## config.mk

```make
export PLATFORM = sky130hd
export DESIGN_NAME = pipe_hazard_ctrl_flat
export DESIGN_NICKNAME = d
export VERILOG_FILES = /design/src/rtl/mips_pipe_pkg.sv /design/src/rtl/pipe_hazard_ctrl_if.sv /design/src/rtl/fwd_match.sv /design/src/rtl/pipe_hazard_ctrl.sv /design/src/flat_wrapper.sv
export SDC_FILE = /design/constraint.sdc
export NUM_CORES = 1
export LEC_CHECK = 0
export CAP_MARGIN = 20
export CORE_UTILIZATION = 40
export DETAILED_ROUTE_END_ITERATION = 16
export GPL_TIMING_DRIVEN = 1
export MAX_ROUTING_LAYER = met4
export PLACE_DENSITY_LB_ADDON = 0.25
export SETUP_SLACK_MARGIN = 0.4
export SYNTH_ARGS = -nofsm -noshare
export SYNTH_HDL_FRONTEND = slang
export SYNTH_SLANG_ARGS = --single-unit
```

## constraint.sdc

```tcl
create_clock -name clk -period 2.7 [get_ports clk]
set_input_delay 0.405 -clock clk [delete_from_list [all_inputs] [get_ports clk]]
set_output_delay 0.405 -clock clk [all_outputs]
set_load 0.02 [all_outputs]
```

## src/rtl/mips_pipe_pkg.sv

```systemverilog
// Shared types and constants for the MIPS32 pipeline hazard logic.
package mips_pipe_pkg;

  localparam int unsigned REG_AW = 5;

  // sll $0,$0,0
  localparam logic [31:0] NopInstr = 32'h0000_0000;

  // Shadow copy of one in-flight instruction past ID
  typedef struct packed {
    logic              valid;
    logic [REG_AW-1:0] waddr;
    logic              reg_wr;
    logic              is_load;
  } shadow_entry_t;

  localparam shadow_entry_t EntryInvalid = '{valid: 1'b0, waddr: '0, reg_wr: 1'b0, is_load: 1'b0};

endpackage

```

## src/rtl/pipe_hazard_ctrl_if.sv

```systemverilog
// Decode-side handshake between the ID stage and the hazard controller.
interface pipe_hazard_ctrl_if #(
  parameter int unsigned STAGES = 3,
  parameter int unsigned REG_AW = 5
);
  localparam int unsigned SelW = $clog2(STAGES + 1);

  logic              id_valid;
  logic [REG_AW-1:0] id_raddr1;
  logic [REG_AW-1:0] id_raddr2;
  logic              id_use1;
  logic              id_use2;
  logic [REG_AW-1:0] id_waddr;
  logic              id_reg_wr;
  logic              id_is_load;
  logic              id_is_mdu;
  logic              ex_redirect;

  logic              stall;
  logic              if_id_flush;
  logic              id_ex_bubble;
  logic              ex_hold;
  logic              mdu_busy;
  logic [SelW-1:0]   fwd_sel1;
  logic [SelW-1:0]   fwd_sel2;

  // Decode / pipeline side
  modport master (
    output id_valid, id_raddr1, id_raddr2, id_use1, id_use2, id_waddr,
           id_reg_wr, id_is_load, id_is_mdu, ex_redirect,
    input  stall, if_id_flush, id_ex_bubble, ex_hold, mdu_busy, fwd_sel1, fwd_sel2
  );

  // Hazard controller side
  modport slave (
    input  id_valid, id_raddr1, id_raddr2, id_use1, id_use2, id_waddr,
           id_reg_wr, id_is_load, id_is_mdu, ex_redirect,
    output stall, if_id_flush, id_ex_bubble, ex_hold, mdu_busy, fwd_sel1, fwd_sel2
  );

endinterface

```

## src/rtl/fwd_match.sv

```systemverilog
// Priority RAW match of one source operand against the shadow array.
module fwd_match
  import mips_pipe_pkg::*;
#(
  parameter int unsigned STAGES     = 3,
  parameter int unsigned LOAD_STAGE = 2
) (
  input  shadow_entry_t [STAGES:1]             shadow_i,
  input  logic [REG_AW-1:0]                    raddr_i,
  input  logic                                 use_i,
  output logic                                 hit_o,
  output logic [$clog2(STAGES + 1)-1:0]        sel_o,
  output logic                                 load_block_o
);
  localparam int unsigned SelW = $clog2(STAGES + 1);

  // Scan oldest to youngest so the smallest matching k is the last writer
  always_comb begin
    hit_o        = 1'b0;
    sel_o        = '0;
    load_block_o = 1'b0;
    for (int k = STAGES; k >= 1; k--) begin
      if (shadow_i[k].valid && shadow_i[k].reg_wr && use_i && (raddr_i != '0) &&
          (shadow_i[k].waddr == raddr_i)) begin
        hit_o        = 1'b1;
        sel_o        = SelW'(k);
        // load data is not yet available below LOAD_STAGE
        load_block_o = shadow_i[k].is_load && (k < int'(LOAD_STAGE));
      end
    end
  end

endmodule

```

## src/rtl/pipe_hazard_ctrl.sv

```systemverilog
// Hazard, forwarding and stall controller for the in-order MIPS32 pipeline.
module pipe_hazard_ctrl #(
  parameter int unsigned STAGES     = 3,
  parameter int unsigned REG_AW     = mips_pipe_pkg::REG_AW,
  parameter int unsigned LOAD_STAGE = 2,
  parameter int unsigned MDU_LAT    = 4,
  parameter bit          FWD_EN     = 1'b1
) (
  input logic               clk,
  input logic               rst,
  pipe_hazard_ctrl_if.slave bus
);
  import mips_pipe_pkg::*;

  localparam int unsigned SelW = $clog2(STAGES + 1);
  localparam int unsigned CntW = $clog2(MDU_LAT + 1);

  shadow_entry_t [STAGES:1] shadow_q, shadow_d;
  logic [CntW-1:0]          mdu_cnt_q, mdu_cnt_d;
  logic [SelW-1:0]          sel1_q, sel1_d, sel2_q, sel2_d;

  logic              hit1, hit2, lb1, lb2;
  logic [SelW-1:0]   msel1, msel2;
  logic              hold, raw_stall, flush, stall, issue;
  logic [REG_AW-1:0] id_waddr;

  assign id_waddr = bus.id_waddr;

  fwd_match #(.STAGES(STAGES), .LOAD_STAGE(LOAD_STAGE)) u_match1 (
    .shadow_i     (shadow_q),
    .raddr_i      (bus.id_raddr1),
    .use_i        (bus.id_use1),
    .hit_o        (hit1),
    .sel_o        (msel1),
    .load_block_o (lb1)
  );

  fwd_match #(.STAGES(STAGES), .LOAD_STAGE(LOAD_STAGE)) u_match2 (
    .shadow_i     (shadow_q),
    .raddr_i      (bus.id_raddr2),
    .use_i        (bus.id_use2),
    .hit_o        (hit2),
    .sel_o        (msel2),
    .load_block_o (lb2)
  );

  // Stall/flush decode; a redirect is ignored while EX is held
  always_comb begin
    hold      = (mdu_cnt_q != '0);
    raw_stall = FWD_EN ? (lb1 | lb2) : (hit1 | hit2);
    flush     = bus.ex_redirect & ~hold;
    stall     = ~flush & bus.id_valid & (raw_stall | hold);
    issue     = bus.id_valid & ~stall & ~flush;
  end

  assign bus.stall        = stall;
  assign bus.if_id_flush  = flush;
  assign bus.id_ex_bubble = flush | (stall & ~hold);
  assign bus.ex_hold      = hold;
  assign bus.mdu_busy     = hold;
  assign bus.fwd_sel1     = sel1_q;
  assign bus.fwd_sel2     = sel2_q;

  // Next state: shadow shift, MDU countdown and forwarding selects for the next EX
  always_comb begin
    shadow_d  = shadow_q;
    mdu_cnt_d = mdu_cnt_q;
    sel1_d    = '0;
    sel2_d    = '0;

    // stages past MEM always drain, even during an MDU hold
    for (int k = STAGES; k >= 3; k--) begin
      shadow_d[k] = shadow_q[k-1];
    end
    if (hold) begin
      shadow_d[2] = EntryInvalid;
    end else begin
      shadow_d[2] = shadow_q[1];
      if (issue) begin
        shadow_d[1] = '{valid: 1'b1, waddr: id_waddr, reg_wr: bus.id_reg_wr,
                        is_load: bus.id_is_load};
      end else begin
        shadow_d[1] = EntryInvalid;
      end
    end

    if (issue && bus.id_is_mdu) begin
      mdu_cnt_d = CntW'(MDU_LAT - 1);
    end else if (hold) begin
      mdu_cnt_d = mdu_cnt_q - CntW'(1);
    end

    // selects refer to pre-shift positions: producer at k is source k
    if (issue) begin
      sel1_d = FWD_EN ? msel1 : '0;
      sel2_d = FWD_EN ? msel2 : '0;
    end else if (hold) begin
      sel1_d = sel1_q;
      sel2_d = sel2_q;
    end
  end

  // State registers with synchronous reset
  always_ff @(posedge clk) begin
    if (rst) begin
      shadow_q  <= '0;
      mdu_cnt_q <= '0;
      sel1_q    <= '0;
      sel2_q    <= '0;
    end else begin
      shadow_q  <= shadow_d;
      mdu_cnt_q <= mdu_cnt_d;
      sel1_q    <= sel1_d;
      sel2_q    <= sel2_d;
    end
  end

endmodule

```

## src/flat_wrapper.sv

```systemverilog
// flat-port wrapper written by rule: the top's interface ports become plain ports
module pipe_hazard_ctrl_flat import mips_pipe_pkg::*;
#(
  parameter int unsigned STAGES     = 3,
  parameter int unsigned REG_AW     = mips_pipe_pkg::REG_AW,
  parameter int unsigned LOAD_STAGE = 2,
  parameter int unsigned MDU_LAT    = 4,
  parameter bit          FWD_EN     = 1'b1
)
  (clk, rst, bus_id_valid, bus_id_raddr1, bus_id_raddr2, bus_id_use1, bus_id_use2, bus_id_waddr, bus_id_reg_wr, bus_id_is_load, bus_id_is_mdu, bus_ex_redirect, bus_stall, bus_if_id_flush, bus_id_ex_bubble, bus_ex_hold, bus_mdu_busy, bus_fwd_sel1, bus_fwd_sel2);
  pipe_hazard_ctrl_if #(.STAGES(STAGES), .REG_AW(REG_AW)) bus_i ();
  input logic clk;
  input logic rst;
  input wire logic [$bits(bus_i.id_valid)-1:0] bus_id_valid;
  input wire logic [$bits(bus_i.id_raddr1)-1:0] bus_id_raddr1;
  input wire logic [$bits(bus_i.id_raddr2)-1:0] bus_id_raddr2;
  input wire logic [$bits(bus_i.id_use1)-1:0] bus_id_use1;
  input wire logic [$bits(bus_i.id_use2)-1:0] bus_id_use2;
  input wire logic [$bits(bus_i.id_waddr)-1:0] bus_id_waddr;
  input wire logic [$bits(bus_i.id_reg_wr)-1:0] bus_id_reg_wr;
  input wire logic [$bits(bus_i.id_is_load)-1:0] bus_id_is_load;
  input wire logic [$bits(bus_i.id_is_mdu)-1:0] bus_id_is_mdu;
  input wire logic [$bits(bus_i.ex_redirect)-1:0] bus_ex_redirect;
  output wire logic [$bits(bus_i.stall)-1:0] bus_stall;
  output wire logic [$bits(bus_i.if_id_flush)-1:0] bus_if_id_flush;
  output wire logic [$bits(bus_i.id_ex_bubble)-1:0] bus_id_ex_bubble;
  output wire logic [$bits(bus_i.ex_hold)-1:0] bus_ex_hold;
  output wire logic [$bits(bus_i.mdu_busy)-1:0] bus_mdu_busy;
  output wire logic [$bits(bus_i.fwd_sel1)-1:0] bus_fwd_sel1;
  output wire logic [$bits(bus_i.fwd_sel2)-1:0] bus_fwd_sel2;
  assign bus_i.id_valid = bus_id_valid;
  assign bus_i.id_raddr1 = bus_id_raddr1;
  assign bus_i.id_raddr2 = bus_id_raddr2;
  assign bus_i.id_use1 = bus_id_use1;
  assign bus_i.id_use2 = bus_id_use2;
  assign bus_i.id_waddr = bus_id_waddr;
  assign bus_i.id_reg_wr = bus_id_reg_wr;
  assign bus_i.id_is_load = bus_id_is_load;
  assign bus_i.id_is_mdu = bus_id_is_mdu;
  assign bus_i.ex_redirect = bus_ex_redirect;
  assign bus_stall = bus_i.stall;
  assign bus_if_id_flush = bus_i.if_id_flush;
  assign bus_id_ex_bubble = bus_i.id_ex_bubble;
  assign bus_ex_hold = bus_i.ex_hold;
  assign bus_mdu_busy = bus_i.mdu_busy;
  assign bus_fwd_sel1 = bus_i.fwd_sel1;
  assign bus_fwd_sel2 = bus_i.fwd_sel2;
  pipe_hazard_ctrl #(.STAGES(STAGES), .REG_AW(REG_AW), .LOAD_STAGE(LOAD_STAGE), .MDU_LAT(MDU_LAT), .FWD_EN(FWD_EN)) u_core (.clk(clk), .rst(rst), .bus(bus_i));
endmodule
```

# Word level (Yosys, flattened, before mapping)
# Index checks and enable logic that the tools add are counted.
word_totals:
  in_bits: 24
  out_inout_bits: 9
  elab_cells: 76
  register_bits: 29
op_classes:
  bitwise_logic: 12
  n_reduce_logical: 28
  addsub: 1
  mux: 14
  eq_ne: 7
op_table:
  columns: ["operator", "count"]
  rows:
  - ["5-bit equality test", 6]
  - ["1-bit logical AND", 22]
  - ["2-bit two-way mux", 11]
  - ["5-bit nonzero test", 2]
  - ["8-bit two-way mux", 1]
  - ["1-bit bitwise AND", 6]
  - ["2-bit OR reduction", 2]
  - ["1-bit inverter", 3]
  - ["1-bit OR", 3]
  - ["3-bit nonzero test", 1]
  - ["3-bit by 1-bit subtractor with 3-bit output, second input constant", 1]
  - ["1-bit two-way mux", 2]
  - ["2-bit by 1-bit != test with 1-bit output, second input constant", 1]
  - ["2-bit nonzero test", 1]

# Longest topological paths before layout
depth:
  depth_word: 13
  depth_mapped: 9
  depth_no_buf: 8

# Modules after synthesis
# From an unflattened synthesis, not the netlist that was laid out.
hier_totals:
  hier_cells: 178
  hier_area_um2: 1599.0
modules_own_cells:
  columns: ["mod", "seq_area_each_um2", "n_inst", "area_each_um2", "cells_per_inst"]
  rows:
  - ["pipe_hazard_ctrl", 620.6, 1, 1121.1, 114]
  - ["fwd_match", 0.0, 2, 239.0, 32]

# Worst setup path after synthesis
# Ideal clock, no wire load.
synth_path:
  kind: "input to output"
  start: "in bus_id_raddr2[0]"
  end: "out bus_id_ex_bubble"
  required_ps: 2295
  cell_stages: 6
  path_buffers: 0
  path_slack_ps: 619
  t_arrival_ps: 1676
  path_cell_list: "or4_1 -> o21ai_2 -> nor4_2 -> o21a_2 -> a21oi_1 -> nor2_1"
synth_via:
  elab_chain_cells: 9
  word_cells_on_any_way: 10
  cone_classes: "eq/ne: 1; mux: 1; bitwise: 5; reduce/logical: 3"
synth_lines:
  columns: ["item", "line", "rtl"]
  rows:
  - ["start: declaration", "flat_wrapper.sv:16", "input wire logic [$bits(bus_i.id_raddr2)-1:0] bus_id_raddr2;"]
  - ["5-bit nonzero test", "fwd_match.sv:23", "if (shadow_i[k].valid && shadow_i[k].reg_wr && use_i && (raddr_i != '0) &&"]
  - ["1-bit logical AND", "fwd_match.sv:23", null]
  - ["1-bit logical AND (*)", "fwd_match.sv:23", null]
  - ["1-bit two-way mux (*)", "fwd_match.sv:23", null]
  - ["1-bit OR (*)", "pipe_hazard_ctrl.sv:50", "raw_stall = FWD_EN ? (lb1 | lb2) : (hit1 | hit2);"]
  - ["1-bit OR (*)", "pipe_hazard_ctrl.sv:52", "stall = ~flush & bus.id_valid & (raw_stall | hold);"]
  - ["1-bit bitwise AND (*)", "pipe_hazard_ctrl.sv:52", null]
  - ["1-bit bitwise AND (*)", "pipe_hazard_ctrl.sv:58", "assign bus.id_ex_bubble = flush | (stall & ~hold);"]
  - ["1-bit OR (*)", "pipe_hazard_ctrl.sv:58", null]
  - ["end: declaration", "flat_wrapper.sv:26", "output wire logic [$bits(bus_i.id_ex_bubble)-1:0] bus_id_ex_bubble;"]
# Every way passes the cells marked *; elsewhere a longest branch is shown, timed or not.

# Worst setup path in the final report
layout_path:
  start: "in bus_id_raddr2[0]"
  end: "out bus_stall"
layout_via:
  elab_chain_cells: 7
  word_cells_on_any_way: 8
  cone_classes: "eq/ne: 1; mux: 1; bitwise: 3; reduce/logical: 3"
layout_lines:
  columns: ["item", "line", "rtl"]
  rows:
  - ["5-bit nonzero test", "fwd_match.sv:23", null]
  - ["1-bit logical AND", "fwd_match.sv:23", null]
  - ["1-bit logical AND (*)", "fwd_match.sv:23", null]
  - ["1-bit two-way mux (*)", "fwd_match.sv:23", null]
  - ["1-bit OR (*)", "pipe_hazard_ctrl.sv:50", null]
  - ["1-bit OR (*)", "pipe_hazard_ctrl.sv:52", null]
  - ["1-bit bitwise AND (*)", "pipe_hazard_ctrl.sv:52", null]
  - ["end: declaration", "flat_wrapper.sv:24", "output wire logic [$bits(bus_i.stall)-1:0] bus_stall;"]
# Marks and branches as above.

==> impl_metrics.json <==
{
  "crit_family": "compound AO/OA/AOI/OAI gates",
  "die-height_um": 61.0,
  "hold_buffers": 0,
  "grt_max_degree": 13,
  "finalMaxSlewViolations": 0,
  "async_flop_share_pct": 0,
  "grt_pass1_wl_um": 5470,
  "hpwl_um": 2630,
  "path_common_cell": "buf_6",
  "htreeDepth": 2,
  "wirelength_um": 3370,
  "path_max_fanout": 4,
  "start_kind": "primary input",
  "antenna_found_initial": 0,
  "final_cell_mix": "27 x xnor2_1, 25 x buf_4, 25 x dfxtp_1, 17 x clkdlybuf4s50_1, 8 x and2_1",
  "synth_fa_ha_area_share_pct": 1.80,
  "cts.clk_slew.worst_paths_ns": 0.08,
  "multi_input_area_um2": 831,
  "worstPathArrival_ns": 1.89,
  "drive_gt1_share_pct": 33.3,
  "crit_path_cell_trace": "buf_6, or4_4, o21ai_4, nor4_4, o21a_2, o21a_1, buf_6",
  "peakVddDrop_mv": 0.487,
  "final_util_pct": 60.4,
  "yosysWarnings": 0,
  "coreArea_um2": 3340,
  "nFillCells": 332,
  "cp_slowest_cell": "or4_4",
  "synth_top_cell_by_area": "dfxtp_1",
  "syn-num-nets": 165,
  "slowest_delay_ns": 0.54,
  "tightest_slew_ns": 0.513,
  "synth_top_area_share_pct": 41.7,
  "fin_worst_skew_ns": 0.00380,
  "path_class": "in -> out",
  "worstSetupEndpointType": "output port",
  "synth_top_family_by_area": "simple AND/OR/NAND/NOR gates",
  "wl_per_cell_um": 13.8,
  "ff_latch_area_um2": 586,
  "cts_buffers": 5,
  "yosys-top-cells-area": "dfxtp_1 42%, xnor2_1 17%, a22o_2 5.0%",
  "clock_sinks": 29,
  "drcViolationCount": 0,
  "status": "finished clean",
  "final_antenna_net_count": 0,
  "slew_headroom_pct": 65.7,
  "p_per_area_nw_per_um2": 631,
  "initial_utilization_pct": 41.8,
  "firstDrtPassIters": 4,
  "max-cap-violations": 0,
  "ys.flop_type": "dfxtp_1",
  "cp.required_ns": 2.30,
  "io_pins": 33,
  "netlist_area_um2": 1390,
  "cts_tree": "built",
  "synthesis.area_per_instance_um2": 10.0,
  "avgViaCountPerCell": 4.94,
  "synth_seq_area_share_pct": 41.7,
  "grt_use_total_pct": 21.4,
  "mostFrequentLayoutCell": "xnor2_1",
  "synth_compound_area_share_pct": 14.7,
  "numPortBuffers": 32,
  "nets": 224,
  "finalSetupViolCount": 0,
  "grt_pass1_vias": 1269,
  "clock_path_buffers": 2,
  "min_period_ns": 2.30,
  "drt_iter0_drc": 38,
  "place_congestion": 0.869,
  "num_antenna_cells": 0,
  "hold_slack_ns": 0.483,
  "yosys.area_share.simple_pct": 19.7,
  "syn-instance-count": 139,
  "cts_root_buffer": "clkbuf_4",
  "p_leak_nw": 0.789,
  "synth-seq-cells": 29,
  "row_count": 21,
  "r2r_slack_ns": 0.91,
  "die_w_um": 61.0,
  "path_buf_inv": 2,
  "vias": 1205,
  "rsz0062_at_grt": "yes",
  "hold_path_class": "reg -> reg",
  "area_delta_synth_final_pct": 44.5,
  "synth-edff-count": 0,
  "fmax_mhz": 435,
  "die-area_um2": 3720,
  "grt-ovfl-total": 0,
  "synth.distinct_cells": 32,
  "hold_viol": 0,
  "fin_crit_sh_pct": 85.2,
  "synthMuxAreaShare_pct": 0,
  "yosys.area_share.xor_xnor_pct": 19.5,
  "clk_latency_ns": 0.32
}
==> final timing paths <==
kind | startpoint | end | depth (start not counted)
min reg2reg | u_core.bus.fwd_sel2[1] | u_core.bus.fwd_sel2[1] | 1
min | u_core.bus.fwd_sel2[1] | u_core.bus.fwd_sel2[1] | 1
max | bus_id_raddr2[0] | bus_stall | 7
max reg2reg | u_core.shadow_q[2] | u_core.shadow_q[1] | 7
==> repair_timing <==
action	CTS	global route
setup buffers	4	0
gates resized for setup	54	12
pin swaps	10	7
setup endpoints to repair	5	4
==> final cells by class <==
| class | instances | share of cell area, % |
|---|---|---|
| timing repair buffer | 56 | 23.5 |
| inverter | 3 | 0.621 |
| sequential | 29 | 29.1 |
| multi-input combinational | 103 | 41.2 |
| clock buffer | 7 | 2.73 |
| tap | 46 | 2.86 |
==> state kept, by name (all words and copies together) (netlist names) <==
register,count
u_core.shadow_d,7
u_core.shadow_q,15
u_core.mdu_cnt_q,3
u_core.bus.fwd_sel1,2
u_core.bus.fwd_sel2,2
==> cell families (layout without fill, tap and decap cells) <==
group,count (synthesis),in the layout
and+or+nand+nor,45,45
xor gates and xnor gates,31,31
AOI/OAI and AO/OA,25,25
DFF,29,29
adders and majority gates,2,2
buffers and inverters,7,66
==> synth_stat cells, drive strengths merged (3+ instances only) <==
library cell,instances
dfxtp,29
xnor2,27
a22o,11
nor2b,9
and2,8
nand4,6
a21oi,5
nor2,5
nand2,4
or4,4
xor2,4
nor3,3
==> routing by layer <==
layer  global-route usage [%]  share of wire, %
met1                     23.7                44
met2                     35.7                49
met3                     5.04               4.3
met4                     10.7               2.4
met5                        -                 0
==> report_power, final <==
part	internal [mW]	leakage, nW	switching (mW)
sequential	0.485	0.237	0.0497
clock	0.123	0.0314	0.139
combinational	0.232	0.520	0.242
==> stage by stage <==
step | total power [mW] | worst slack, ns | cell area (µm²) | cells | setup TNS (ns)
floorplan | 0.824 | 0.619 | 1390 | 139 | 0
global placement | 0.993 | -0.345 | 1900 | 233 | -0.659
detailed placement | 1.01 | -0.379 | 1900 | 233 | -0.717
CTS | 1.28 | 0.390 | 1990 | 244 | 0
global route | 1.35 | 0.355 | 2010 | 244 | 0
finish | 1.27 | 0.401 | 2010 | 244 | 0
No activity file was read; power rests on OpenSTA's default activity.
